## src/rtl/rgn_pkg.sv

```systemverilog
`default_nettype none
// ============================================================================
// Module   : rgn_pkg
// Purpose  : Shared definitions for the rgn_mode register: operation-select
//            width and the encodings of the eight operations.
// Revision : 1.0  initial release
// ============================================================================
package rgn_pkg;

    localparam int OP_W = 3;

    typedef logic [OP_W-1:0] op_t;

    localparam op_t OP_HOLD = 3'b000;
    localparam op_t OP_LOAD = 3'b001;
    localparam op_t OP_INC  = 3'b010;
    localparam op_t OP_DEC  = 3'b011;
    localparam op_t OP_ASL  = 3'b100;
    localparam op_t OP_LSR  = 3'b101;
    localparam op_t OP_ROL  = 3'b110;
    localparam op_t OP_ROR  = 3'b111;

endpackage : rgn_pkg
`default_nettype wire

```

## src/rtl/rgn_shift.sv

```systemverilog
`default_nettype none
// ============================================================================
// Module   : rgn_shift
// Purpose  : Combinational shift/rotate next-value and carry generation for
//            rgn_mode (ASL, LSR, ROL, ROR).
// Ports    : din   - current register contents
//            ci    - carry-in shifted into the vacated bit on rotates
//            op    - operation select (only shift ops produce a new value;
//                    any other code passes din/co_in through)
//            co_in - current carry flag, returned for non-shift codes
//            dout  - next register value
//            co    - next carry flag (bit shifted out)
// Revision : 1.0  initial release
// ============================================================================
module rgn_shift
    import rgn_pkg::*;
#(
    parameter int WIDTH = 8
) (
    input  logic [WIDTH-1:0] din,
    input  logic             ci,
    input  logic [OP_W-1:0]  op,
    input  logic             co_in,
    output logic [WIDTH-1:0] dout,
    output logic             co
);

    always_comb begin
        dout = din;
        co   = co_in;
        case (op)
            OP_ASL: begin
                dout = {din[WIDTH-2:0], 1'b0};
                co   = din[WIDTH-1];
            end
            OP_LSR: begin
                dout = {1'b0, din[WIDTH-1:1]};
                co   = din[0];
            end
            OP_ROL: begin
                dout = {din[WIDTH-2:0], ci};
                co   = din[WIDTH-1];
            end
            OP_ROR: begin
                dout = {ci, din[WIDTH-1:1]};
                co   = din[0];
            end
            default: begin
                dout = din;
                co   = co_in;
            end
        endcase
    end

endmodule : rgn_shift
`default_nettype wire

```

## src/rtl/rgn_mode.sv

```systemverilog
`default_nettype none
// ============================================================================
// Module   : rgn_mode
// Purpose  : Single WIDTH-bit register with load/inc/dec and (optionally)
//            shift/rotate operations, a registered carry/borrow flag and
//            combinational zero/negative flags.
// Config   : RGN_MODE_SHIFT_EN - when defined, ops 100..111 perform
//            ASL/LSR/ROL/ROR via rgn_shift; when undefined they hold and
//            ci is unused.
// Ports    : clk  - clock, rising edge
//            rst  - asynchronous active-high reset (dout=RST_VAL, co=0)
//            di   - parallel load data
//            ci   - carry-in for rotates
//            op   - operation select (rgn_pkg encodings)
//            dout - register contents ('do' is a reserved word)
//            co   - registered carry/borrow flag
//            zo   - high when dout == 0
//            no   - dout MSB
// Revision : 1.0  initial release
// ============================================================================
module rgn_mode
    import rgn_pkg::*;
#(
    parameter int               WIDTH   = 8,
    parameter logic [WIDTH-1:0] RST_VAL = '0
) (
    input  logic             clk,
    input  logic             rst,
    input  logic [WIDTH-1:0] di,
    input  logic             ci,
    input  logic [OP_W-1:0]  op,
    output logic [WIDTH-1:0] dout,
    output logic             co,
    output logic             zo,
    output logic             no
);

    localparam logic [WIDTH-1:0] c_one = WIDTH'(1);

    logic [WIDTH-1:0] r_do;
    logic             r_co;
    logic [WIDTH-1:0] w_nxt_do;
    logic             w_nxt_co;
    logic [WIDTH-1:0] w_sh_do;
    logic             w_sh_co;

`ifdef RGN_MODE_SHIFT_EN
    rgn_shift #(
        .WIDTH (WIDTH)
    ) u_shift (
        .din   (r_do),
        .ci    (ci),
        .op    (op),
        .co_in (r_co),
        .dout  (w_sh_do),
        .co    (w_sh_co)
    );
`else
    // Shift ops collapse to hold; ci has no consumer in this build.
    logic w_unused_ci;
    assign w_unused_ci = ci;
    assign w_sh_do     = r_do;
    assign w_sh_co     = r_co;
`endif

    always_comb begin
        w_nxt_do = r_do;
        w_nxt_co = r_co;
        case (op)
            OP_HOLD: begin
                w_nxt_do = r_do;
                w_nxt_co = r_co;
            end
            OP_LOAD: begin
                w_nxt_do = di;
            end
            OP_INC: begin
                w_nxt_do = r_do + c_one;
                // Carry only on the all-ones -> zero wrap.
                w_nxt_co = &r_do;
            end
            OP_DEC: begin
                w_nxt_do = r_do - c_one;
                // Borrow convention: flag drops to 0 only on zero -> all-ones.
                w_nxt_co = |r_do;
            end
            default: begin
                w_nxt_do = w_sh_do;
                w_nxt_co = w_sh_co;
            end
        endcase
    end

    always_ff @(posedge clk or posedge rst) begin
        if (rst) begin
            r_do <= RST_VAL;
            r_co <= 1'b0;
        end else begin
            r_do <= w_nxt_do;
            r_co <= w_nxt_co;
        end
    end

    assign dout = r_do;
    assign co   = r_co;
    assign zo   = (r_do == '0);
    assign no   = r_do[WIDTH-1];

endmodule : rgn_mode
`default_nettype wire

```

## config.mk

```make
export PLATFORM = sky130hd
export DESIGN_NAME = rgn_mode
export DESIGN_NICKNAME = d
export VERILOG_FILES = /design/src/rtl/rgn_pkg.sv /design/src/rtl/rgn_shift.sv /design/src/rtl/rgn_mode.sv
export SDC_FILE = /design/constraint.sdc
export NUM_CORES = 1
export LEC_CHECK = 0
export BUFFER_PORTS_ARGS = -buffer_cell sky130_fd_sc_hd__buf_2
export CAP_MARGIN = 15
export CORE_MARGIN = 5
export CORE_UTILIZATION = 25
export DETAILED_ROUTE_END_ITERATION = 6
export GPL_TIMING_DRIVEN = 0
export SLEW_MARGIN = 30
export SYNTH_ARGS = -nofsm -noshare
export SYNTH_HDL_FRONTEND = slang
export SYNTH_SLANG_ARGS = --single-unit
export TNS_END_PERCENT = 100
```

## constraint.sdc

```tcl
create_clock -name clk -period 1.8 [get_ports clk]
set_clock_uncertainty 0.1 [all_clocks]
set_input_delay 0.36 -clock clk [delete_from_list [all_inputs] [get_ports clk]]
set_output_delay 0.36 -clock clk [all_outputs]
set_load 0.02 [all_outputs]
```

# --- Word-level counts from Yosys, hierarchy flattened ---
# Cells that the tools add are included.
# W data, S select, Z words.
word_totals:
  ff_bits: 9
  input_bits: 14
  out_inout_bits: 11
  word_cells: 14
classes:
  add_sub_neg: 2
  n_eq_ne: 3
  muxes: 2
  reduce_logical: 5
ops:
  columns: ["cell", "count"]
  rows:
  - ["$pmux W8 S3", 1]
  - ["$add A8 B1 Y8 const B", 1]
  - ["$logic_not A8 Y1", 1]
  - ["$reduce_and A8 Y1", 1]
  - ["$reduce_or A8 Y1", 1]
  - ["$sub A8 B1 Y8 const B", 1]
  - ["$eq A3 B2 Y1 const B", 2]
  - ["$eq A3 B1 Y1 const B", 1]
  - ["$reduce_bool A3 Y1", 1]
  - ["$pmux W1 S2", 1]
  - ["$reduce_bool A2 Y1", 1]

# --- Depth between registers and ports, before layout ---
depth:
  ltp_word: 2
  ltp_mapped: 8
  mapped_depth_nobuf: 7

# --- Worst setup path before layout ---
# OpenSTA, ideal clock, no wires.
synth_timing:
  path_type: "input -> register"
  start: "input port op[0]"
  end: "register r_do[6] (netlist: dout[6])"
  setup_time_ps: 96
  arrival_ps: 2101
  required_time_ps: 1604
  slack_ps: -497
  stages: 8
  n_path_buf: 1
  path_cell_list: "clkbuf_1 -> nand3b_1 -> xnor2_1 -> ha_1 -> nand2b_1 -> or4_4 -> o311a_1 -> nor4_2"
synth_between:
  elab_chain_cells: 2
  word_cells_on_any_way: 5
  cone_classes: "3 x eq/ne; 1 x mux; 1 x reduce/logical"
synth_rtl:
  columns: ["item", "line", "rtl"]
  rows:
  - ["from (decl)", "rgn_mode.sv:31", "input logic [OP_W-1:0] op,"]
  - ["$eq A3 B2 Y1 / $eq A3 B1 Y1 (equally long branches)", "rgn_mode.sv:69", "case (op)"]
  - ["$pmux W8 S3 / $reduce_bool A3 Y1 (equally long branches)", null, null]
  - ["to (signal assigned)", "rgn_mode.sv:99", "r_do <= w_nxt_do;"]
  - ["to (decl)", "rgn_mode.sv:40", "logic [WIDTH-1:0] r_do;"]
# Several ways; a longest one is shown, not always the timed one.
# A chain may end at the register's enable or synchronous reset.

# --- Worst setup path after layout ---
layout_timing:
  start: "register r_do[5] (netlist: dout[5])"
  end: "output port zo"
layout_between:
  elab_chain_cells: 1
layout_rtl:
  columns: ["item", "line", "rtl"]
  rows:
  - ["$logic_not A8 Y1", "rgn_mode.sv:106", "assign zo = (r_do == '0);"]
  - ["to (decl)", "rgn_mode.sv:34", "output logic zo,"]
# No other way between the ends.

==> results.sh <==
export IMPL_clk_latency_ps=270
export IMPL_setup_viol=4
export IMPL_grt_pass1_vias=1039
export IMPL_fill_cells=340
export IMPL_met2_usage=0.261
export IMPL_failed_checks="setup timing"
export IMPL_antenna_found_initial=0
export IMPL_start_util=0.253
export IMPL_pin_count=25
export IMPL_die_y_um=67.6
export IMPL_avgViaCountPerCell=5.42
export IMPL_slowest_stage="or4_4"
export IMPL_slew_viol_final=0
export IMPL_power_leakage_uw=0.000557
export IMPL_fmax_mhz=498
export IMPL_min_path_type="in -> reg"
export IMPL_overflow=0
export IMPL_final_layout_size_suffix_gt1_frac=0.500
export IMPL_ant_nets=0
export IMPL_cts_buffers=3
export IMPL_hold_violations=0
export IMPL_fin_crit_ps=2010
export IMPL_mappedNetlistArea_um2=831
export IMPL_track_usage=0.154
export IMPL_htree_levels=1
export IMPL_totalWireLength_um=3300
export IMPL_grt_pass1_wl_um=5280
export IMPL_fp_coreArea_um2=3280
export IMPL_synthCells=109
export IMPL_cp_required_ps=1340
export IMPL_die_area_um2=4580
export IMPL_ys_seq_area_frac=0.271
export IMPL_busiest_layer="met2"
export IMPL_async_reset_ff_frac=1.00
export IMPL_cts_tree="done"
export IMPL_cpPeakStageDelay_ps=550
export IMPL_use_met1=0.193
export IMPL_clk_pin_slew_ps=70
export IMPL_design_area_um2=1360
export IMPL_drtIter0Drc=60
export IMPL_multi_input_area_um2=663
export IMPL_met3_usage=0.0216
export IMPL_fin_crit_sh=1.12
export IMPL_synth_edf_count=0
export IMPL_total_power_uw=1270
export IMPL_cts_sinks=9
export IMPL_cap_violations=0
export IMPL_dr_total_vias=1073
export IMPL_seqCellArea_um2=233
export IMPL_worstSetupPathType="reg -> out"
export IMPL_clk_path_buf_depth=2
export IMPL_cts_root_buf="clkbuf_4"
export IMPL_ys_seq_elements=9
export IMPL_dpl_hpwl_um=2020
export IMPL_max_slew_margin=0.650
export IMPL_worst_hold_slack_ps=294
export IMPL_ir_worst_vdd_v=0.000242
export IMPL_diodes=0
export IMPL_critPathLaunchType="flop"
export IMPL_grt_start_max_net_pins=12
export IMPL_powerDensity_nw_per_um2=935
export IMPL_synth_main_ff_cell="dfrtp_1"
export IMPL_wl_per_cell_um=16.7
export IMPL_arrival_ps=1550
export IMPL_synth_nets=124
export IMPL_tightest_slew_ps=525
export IMPL_path_max_fanout=2
export IMPL_die_w_um=67.6
export IMPL_endpoint_kind="output pin"
export IMPL_synth_cell_types=43
export IMPL_place_area_um2=1050
export IMPL_globalplace_congestion=0.882
export IMPL_rsz0062_at_grt="yes"
export IMPL_rows=21
export IMPL_yosys_warnings=0
export IMPL_avgSynthCellArea_um2=7.62
export IMPL_final_util=0.414
export IMPL_dr_pass1_iters=4
export IMPL_path_cells="or4_4 -> nor3_4 -> buf_6"
export IMPL_drcViolationCount=0
export IMPL_worst_slack_ps=-207
export IMPL_fin_nets=168
export IMPL_setup_tns_final_ps=-568
export IMPL_status="finished with violations"
export IMPL_area_growth_pct=63.6
export IMPL_io_buffers=22
==> registers in the layout, indices dropped and copies added, names as in the netlist <==
| signal | flops |
|---|---|
| dout | 8 |
| co | 1 |
==> cells by family after synthesis <==
logic type / count (synthesis) / synth area share
xor gates and xnor gates: 1 / 0.0105
DFF: 9 / 0.271
adders and majority gates: 1 / 0.0151
AOI/OAI and AO/OA: 39 / 0.310
and+or+nand+nor: 38 / 0.267
buffers and inverters: 19 / 0.101
muxes: 2 / 0.0256
==> power by group <==
group	switching (µW)	leakage, µW	internal [µW]
clock	87.3	0.0000150	85.9
combinational	421	0.000438	356
sequential	64.9	0.000104	255
total	573	0.000557	697
==> Yosys cell counts, types with 3 or more instances <==
cell | number | area, µm²
a22oi_1 | 3 | 22.5
dfrtp_1 | 9 | 225
a21oi_1 | 6 | 30.0
nand2_1 | 4 | 15.0
nand3_1 | 4 | 20.0
nand2b_1 | 3 | 18.8
nor3_1 | 3 | 15.0
clkbuf_1 | 6 | 22.5
nor2_1 | 9 | 33.8
o31ai_1 | 3 | 22.5
nor4_1 | 4 | 25.0
inv_1 | 9 | 33.8
o21ai_0 | 11 | 55.1
==> layout make-up <==
type | instances | area share
Sequential cell | 9 | 0.171
Timing Repair Buffer | 42 | 0.210
Multi-Input combinational cell | 81 | 0.488
Buffer | 7 | 0.0442
Tap cell | 46 | 0.0424
Clock buffer | 4 | 0.0193
Inverter | 9 | 0.0249
==> placed cells by master (no fill, tap or decap), types with 3 or more instances in the layout <==
cell | synthesis | routed
a21oi_1 | 6 | 6
a22oi_1 | 3 | 3
buf_2 | 1 | 19
buf_4 | 1 | 18
buf_6 | 1 | 5
clkbuf_1 | 6 | 3
clkbuf_4 | 0 | 4
dfrtp_1 | 9 | 3
dfrtp_2 | 0 | 6
inv_1 | 9 | 9
nand2_1 | 4 | 4
nand3_1 | 4 | 3
nor2_1 | 9 | 8
o21ai_0 | 11 | 8
==> worst max-delay path, delay by kind of cell (launching register included) <==
kind | cells | cell delay, ps
AND/OR/NAND/NOR | 2 | 710
flip-flops | 1 | 410
buffers and inverters | 1 | 140
==> path summary, 6_finish.rpt <==
kind	from	endpoint	slack (ps)	depth (start not counted)
hold reg to reg	co	co	370	2
setup reg to reg	dout[5]	dout[7]	-130	6
min in group asynchronous	rst	co	510	3
hold / removal	di[3]	dout[3]	290	3
max in group asynchronous	rst	dout[3]	770	3
setup / recovery	dout[5]	zo	-210	3
==> layer usage <==
| metal | wire length (µm) | part of all wire |
|---|---|---|
| met3 | 269 | 0.082 |
| met4 | 83 | 0.025 |
| met1 | 1210 | 0.37 |
| met5 | 0 | 0 |
| met2 | 1730 | 0.53 |
==> metrics by stage <==
stage | setup slack, ps | std cells
floorplan | -323 | 109
global placement | -656 | 177
detailed placement | -668 | 177
CTS | -249 | 193
global route | -259 | 198
finish | -207 | 198
==> timing repair <==
item | in CTS | in global routing
buffers inserted | 13 | 8
hold buffers | 1 | 0
pin swaps | 13 | 11
endpoints found under the setup margin | 6 | 6
resized for setup | 24 | 18
hold endpoints to repair | 9 | 0
Note: power is estimated with default switching activity, not from simulation.
